**src/rtl/truth_table_sweeper_if.sv**
```systemverilog
// Sweep bus: start/y in, abc stimulus plus busy/done/table out.
// Ports: start, y, a, b, c, busy, done, table_out (+match, err_count with SWEEP_CHECK_EN).
interface truth_table_sweeper_if;
  logic       start;
  logic       y;
  logic       a;
  logic       b;
  logic       c;
  logic       busy;
  logic       done;
  logic [7:0] table_out;
`ifdef SWEEP_CHECK_EN
  logic       match;
  logic [3:0] err_count;

  modport master (
    output start, y,
    input  a, b, c, busy, done, table_out,
    input  match, err_count
  );

  modport slave (
    input  start, y,
    output a, b, c, busy, done, table_out,
    output match, err_count
  );
`else
  modport master (
    output start, y,
    input  a, b, c, busy, done, table_out
  );

  modport slave (
    input  start, y,
    output a, b, c, busy, done, table_out
  );
`endif
endinterface

```
**src/rtl/truth_table_sweeper.sv**
```systemverilog
// Walks abc through 000..111, holds each SETTLE_CYCLES, captures y into table_out.
// Ports: clk, reset (sync, high), bus (slave). Optional check via macro SWEEP_CHECK_EN.
module truth_table_sweeper #(
  parameter int unsigned SETTLE_CYCLES = 1,
  parameter logic [7:0]  EXPECTED      = 8'h31
) (
  input  logic                  clk,
  input  logic                  reset,
  truth_table_sweeper_if.slave  bus
);

  localparam logic [1:0] S_IDLE   = 2'd0;
  localparam logic [1:0] S_SETTLE = 2'd1;
  localparam logic [1:0] S_DONE   = 2'd2;

  localparam logic [7:0] LAST = 8'(SETTLE_CYCLES - 1);

  if (SETTLE_CYCLES < 1 || SETTLE_CYCLES > 255) begin : g_bad_settle
    $error("SETTLE_CYCLES must be in 1..255");
  end

  logic [1:0] state;
  logic [2:0] idx;
  logic [7:0] cnt;
  logic [2:0] abc;
  logic       busy_q;
  logic       done_q;
  logic [7:0] tbl;
  logic       last;

  assign last = (cnt == LAST);

  always_ff @(posedge clk) begin
    if (reset) begin
      state  <= S_IDLE;
      idx    <= 3'd0;
      cnt    <= 8'd0;
      abc    <= 3'd0;
      busy_q <= 1'b0;
      done_q <= 1'b0;
      tbl    <= 8'h00;
    end else begin
      done_q <= 1'b0;
      unique case (state)
        S_IDLE: begin
          if (bus.start) begin
            state  <= S_SETTLE;
            idx    <= 3'd0;
            cnt    <= 8'd0;
            abc    <= 3'd0;
            busy_q <= 1'b1;
            tbl    <= 8'h00;
          end
        end
        S_SETTLE: begin
          if (!last) begin
            cnt <= cnt + 8'd1;
          end else begin
            tbl[idx] <= bus.y;
            if (idx == 3'd7) begin
              state  <= S_DONE;
              abc    <= 3'd0;
              busy_q <= 1'b0;
              done_q <= 1'b1;
            end else begin
              idx <= idx + 3'd1;
              cnt <= 8'd0;
              abc <= idx + 3'd1;
            end
          end
        end
        S_DONE: begin
          state <= S_IDLE;
        end
        default: begin
          state <= S_IDLE;
        end
      endcase
    end
  end

  assign bus.a         = abc[2];
  assign bus.b         = abc[1];
  assign bus.c         = abc[0];
  assign bus.busy      = busy_q;
  assign bus.done      = done_q;
  assign bus.table_out = tbl;

`ifdef SWEEP_CHECK_EN
  logic [7:0] diff;
  logic [3:0] ones;
  logic       match_q;
  logic [3:0] err_q;

  assign diff = tbl ^ EXPECTED;

  always_comb begin
    ones = 4'd0;
    for (int i = 0; i < 8; i++) begin
      ones = ones + 4'(diff[i]);
    end
  end

  always_ff @(posedge clk) begin
    if (reset) begin
      match_q <= 1'b0;
      err_q   <= 4'd0;
    end else if (state == S_IDLE && bus.start) begin
      match_q <= 1'b0;
      err_q   <= 4'd0;
    end else if (state == S_DONE) begin
      match_q <= (diff == 8'h00);
      err_q   <= ones;
    end
  end

  assign bus.match     = match_q;
  assign bus.err_count = err_q;
`else
  logic unused_expected;
  assign unused_expected = ^EXPECTED;
`endif

endmodule
```
**src/flat_wrapper.sv**
```systemverilog
// flat-port wrapper written by rule: the top's interface ports become plain ports
module truth_table_sweeper_flat 
#(
  parameter int unsigned SETTLE_CYCLES = 1,
  parameter logic [7:0]  EXPECTED      = 8'h31
)
  (clk, reset, bus_start, bus_y, bus_a, bus_b, bus_c, bus_busy, bus_done, bus_table_out);
  truth_table_sweeper_if bus_i ();
  input  logic clk;
  input  logic reset;
  input wire logic [$bits(bus_i.start)-1:0] bus_start;
  input wire logic [$bits(bus_i.y)-1:0] bus_y;
  output wire logic [$bits(bus_i.a)-1:0] bus_a;
  output wire logic [$bits(bus_i.b)-1:0] bus_b;
  output wire logic [$bits(bus_i.c)-1:0] bus_c;
  output wire logic [$bits(bus_i.busy)-1:0] bus_busy;
  output wire logic [$bits(bus_i.done)-1:0] bus_done;
  output wire logic [$bits(bus_i.table_out)-1:0] bus_table_out;
  assign bus_i.start = bus_start;
  assign bus_i.y = bus_y;
  assign bus_a = bus_i.a;
  assign bus_b = bus_i.b;
  assign bus_c = bus_i.c;
  assign bus_busy = bus_i.busy;
  assign bus_done = bus_i.done;
  assign bus_table_out = bus_i.table_out;
  truth_table_sweeper #(.SETTLE_CYCLES(SETTLE_CYCLES), .EXPECTED(EXPECTED)) u_core (.clk(clk), .reset(reset), .bus(bus_i));
endmodule
```
**config.mk**
```make
export PLATFORM = sky130hd
export DESIGN_NAME = truth_table_sweeper_flat
export DESIGN_NICKNAME = d
export VERILOG_FILES = /design/src/rtl/truth_table_sweeper_if.sv /design/src/rtl/truth_table_sweeper.sv /design/src/flat_wrapper.sv
export SDC_FILE = /design/constraint.sdc
export NUM_CORES = 1
export LEC_CHECK = 0
export BUFFER_PORTS_ARGS = -buffer_cell sky130_fd_sc_hd__buf_2
export CORE_UTILIZATION = 35
export DETAILED_ROUTE_END_ITERATION = 8
export HOLD_SLACK_MARGIN = 0.05
export PLACE_DENSITY_LB_ADDON = 0.05
export SETUP_SLACK_MARGIN = 0.1
export SLEW_MARGIN = 20
export SYNTH_ARGS = -nofsm -noshare
export SYNTH_HDL_FRONTEND = slang
export SYNTH_SLANG_ARGS = --single-unit
export TNS_END_PERCENT = 100
```
**constraint.sdc**
```tcl
create_clock -name clk -period 4.72 [get_ports clk]
set_input_delay 0.944 -clock clk [delete_from_list [all_inputs] [get_ports clk]]
set_output_delay 0.944 -clock clk [all_outputs]
set_load 0.005 [all_outputs]
```
# Word-level counts from Yosys, hierarchy flattened
# Index checks and enable logic that the tools add are counted.
# word_totals
reg_bits	26
in_bits	4
output_inout_bits	13
word_cells	55
# op_classes
add_sub_neg	2
n_lt_le_gt_ge	2
n_eq_ne	7
mux	25
bitwise	2
reduce_logical	10
# ops
operator	count
$mux W8	4
$pmux W8 S2	2
$mux W3	5
$pmux W3 S2	2
$reduce_and A3 Y1	3
$add A8 B1 Y8 const B	1
$bwmux W8	1
$logic_not A8 Y1	1
$reduce_and A4 Y1	2
$mux W2	3
$mux W1	5
$lt A3 B4 Y1 const B	1
$ne A2 B1 Y1 const B	2
$ne A2 B2 Y1 const B	2
$pmux W2 S2	1
$add A3 B1 Y3 const B	1
$demux W1 S3	1
$eq A3 B3 Y1 const B	1
$ge A3 B1 Y1 const B	1
$ne A3 B3 Y1 const B	1
$reduce_or A3 Y1	1
$eq A2 B1 Y1 const B	1
$logic_not A2 Y1	1
$not A1 Y1	2
3 further kinds	3

# Logic depth before layout (Yosys ltp)
# depth
depth_word	7
depth_mapped	7
mapped_depth_nobuf	6

# Least setup slack after synthesis
# OpenSTA, ideal clock, no wires.
# synth_path
kind	input to register
from	input bus_start
to	register u_core.cnt[4]
setup_time_ns	0.086
t_arrival_ns	1.770
required_time_ns	4.634
setup_slack_ns	2.864
stages	4
path_buffers	1
cell_sequence	o21bai_1 -> clkbuf_1 -> a211oi_2 -> a211oi_1
# synth_between
elab_chain_cells	2
# synth_rtl
element	line	text
start, declared	flat_wrapper.sv:11	input wire logic [$bits(bus_i.start)-1:0] bus_start;
$ne A2 B2 Y1 (no line)	--	
$reduce_and A3 Y1 (no line)	--	
end signal, assigned	truth_table_sweeper.sv:57	cnt <= cnt + 8'd1;
end, declared	truth_table_sweeper.sv:24	logic [7:0] cnt;
# No other way between the ends.
# A chain may end at the register's enable or synchronous reset.

# Worst setup path after layout
# layout_path
from	register u_core.cnt[0]
to	register u_core.cnt[5]
# layout_between
elab_chain_cells	3
word_cells_on_any_way	6
cone_classes	add/sub (1); eq/ne (1); mux (2); reduce/logical (2)
# layout_rtl
element	line
$add A8 B1 Y8 / $logic_not A8 Y1 (equally long branches)	truth_table_sweeper.sv:57, truth_table_sweeper.sv:31
$mux W8 / $ne A3 B3 Y1 (equally long branches)	--
$pmux W8 S2 / $reduce_and A3 Y1 (equally long branches)	--
# Parallel ways exist; a longest one is shown, timed or not.

==> flow_summary.toml <==
[route]
drt-pass1-iter-count = 4
drt_iter0_drc = 68
antenna_left = 0
routed_via_density = 5.50
via_count = 1149
routed_wl_microns = 3110
drc = 0
routedWlPerCell_microns = 14.9

[synthesis]
synth_area_leaders = "dfxtp_1 39%, ha_1 4.7%, a21oi_1 4.5%"
yosysTopAreaCellShare = 0.391
ys_warn_count = 0
avgSynthCellArea_sq_um = 8.88
synth_edf_count = 0
ys_ff_latch = 26
synth.distinct_cells = 45
yosysTopAreaCell = "dfxtp_1"
synth_cells = 150
synth_commonest_cells = "26 x dfxtp_1, 12 x a21oi_1, 9 x nand2_1, 9 x nor3_1, 7 x clkbuf_1"
synth_area_sq_mm = 0.00133
async_reset_ff_frac = 0
syn_nets = 159
synth.most_common_cell = "dfxtp_1"
synth.yosys.seq_area_share = 0.391
synth_ff_type = "dfxtp_1"

[place]
gp_congestion = 0.797
dp.cells = 205
place_ws_ps = 2190
port_buffers = 16
placed_area_sq_mm = 0.00144
dp_hpwl_microns = 2250

[finish]
area_delta_synth_final_pct = 12.2
layout-drive-gt1-share = 0.186
layoutNonFillerInstCount = 209
finish.instance_area_sq_mm = 0.00150
fillers = 368
final_core_util = 0.408
antenna_cells = 0
layout.nets = 171

[global_route]
grt.overflow.total = 0
grt_max_degree = 26
antenna_found_initial = 0
grt_use_total = 0.170
grt_pass1_vias = 1056
grt_first_pass_wirelength_microns = 5330

[job]
maxCapViolCount = 0

[pwr]
clkPwrFrac = 0.351
switchingPower_uw = 104
seq_power_share = 0.548
p_per_area_mw_per_mm2 = 278
internal_power_uw = 312
ir_drop_uv = 91.2
comb_power_share = 0.101
total_power_uw = 416
leakage_nw = 0.570
swShare = 0.249

[timing]
tightest_slew_ps = 919
fmax_mhz = 456
finalClockSkew_ps = 4.80
timing.hold.ws_ps = 473
post-route-min-period_ps = 2190
setup_ws_ps = 2530
rsz0062_at_grt = "no"
fin_tns_setup_ps = 0
hold_viol = 0
finalCritPeriodShare = 0.465
setup_violations = 0
relSlewSlack = 0.387
drv_slew = 0

[hold_path]
worst_hold_startpoint = "u_core.bus.busy$_SDFFE_PP0P_"
hold_path.class = "flop to flop"

[setup_path]
end_kind = "flop"
regToRegStartpoint = "u_core.cnt[0]$_SDFFE_PP0P_"
start_kind = "flop"
path_max_fanout = 11
crit_required_ps = 4860
path_class = "flop to flop"
worstPathArrival_ps = 2330
cp-startpoint = "u_core.cnt[0]$_SDFFE_PP0P_"

[die]
coreArea_sq_mm = 0.00366
die_y_microns = 63.7
dieWidth_microns = 63.7
io-pin-count = 17
row_count = 22
die_area_sq_mm = 0.00406
initial_core_util = 0.364

[clocking]
cts_root_buf = "clkbuf_8"
cts_resized = 0
clk_latency_ps = 270
cts-hold-fix-buffers = 0
h-tree-depth = 1
clk_pin_slew_ps = 90
cts_buffer_depth = 2
cts_setup_buffers = 0
cts_buffers = 3
cts_tree = "yes"
clock_sinks = 26

[outcome]
outcome = "finished clean"
[power groups by stage]
stage	Combinational (mW)	Sequential, mW	Clock, mW
after floorplan	0.0315	0.231	0
after CTS	0.0421	0.228	0.153
final	0.0422	0.228	0.146
after global placement	0.0416	0.233	0
after detailed placement	0.0420	0.233	0
after global routing	0.0470	0.229	0.161
[path summary, 6_finish.rpt]
path	cells after the start	slack, ps	end
setup / recovery	6	2530	u_core.cnt[5]$_SDFFE_PP0P_
hold / removal	2	470	u_core.bus.busy$_SDFFE_PP0P_
setup reg to reg	6	2530	u_core.cnt[5]$_SDFFE_PP0P_
hold reg to reg	2	470	u_core.bus.busy$_SDFFE_PP0P_
[area by class of cell]
class	count	area, sq um	share of cell area
sequential	26	520	0.348
tap	48	60.1	0.0402
inverter	4	15.0	0.0100
clock buffer	4	55.1	0.0368
multi-input combinational	111	764	0.511
timing repair buffer	16	80.1	0.0536
[state kept, by name, summed over array words and instances (netlist names)]
name and count:
u_core.idx 3, u_core.cnt 8, u_core.abc 3, u_core.bus.done 1, u_core.state 2, u_core.bus.busy 1, u_core.bus.table_out 8
[cell families (layout without fill, tap and decap cells)]
family	Yosys count	count (layout)	share of synthesized area
AO/OA/AOI/OAI	45	45	0.237
XOR/XNOR	4	4	0.0263
adder cells (fa/ha/maj)	5	5	0.0469
buffers and inverters	13	24	0.0385
flip-flops	26	26	0.391
AND/OR/NAND/NOR	57	57	0.261
[routing by layer]
layer	vias up	global-route usage	routed length, microns
met4	0	0.0597	34
met1	538	0.226	1550
li1	590	-	-
met2	17	0.278	1460
met5	-	0	0
met3	4	0.0217	65
[critical path, cell delays in order, from the launching register on]
cell and delay (ps):
dfxtp_1 350, inv_1 60, ha_1 180, nor4b_4 320
a21oi_1 350, a211oi_2 660, nor3_1 120
[layout by cell type, fill, tap and decap left out, drive strengths merged]
| cell | instances |
|---|---|
| a41oi | 1 |
| ha | 5 |
| o21ai | 7 |
| clkbuf | 4 |
| and4 | 1 |
| o21bai | 1 |
| o21a | 2 |
| o2bb2ai | 3 |
| nor4b | 1 |
| nand4b | 2 |
| xor2 | 3 |
| a22oi | 2 |
| nor2b | 4 |
| xnor2 | 1 |
| nand2 | 10 |
| nor4 | 1 |
| o311ai | 3 |
| nand3 | 4 |
| a41o | 1 |
| nand2b | 4 |
| o211ai | 4 |
| buf | 16 |
| a211oi | 2 |
| dfxtp | 26 |
| a31o | 1 |
| inv | 4 |
| or4 | 2 |
| or3 | 4 |
| o31ai | 3 |
| a31oi | 1 |
| a21oi | 12 |
| nor2 | 6 |
| or4b | 1 |
| and2 | 2 |
| nand4 | 5 |
| o21ba | 1 |
| nor3 | 10 |
| a311oi | 1 |
(Power assumes the default switching activity.)
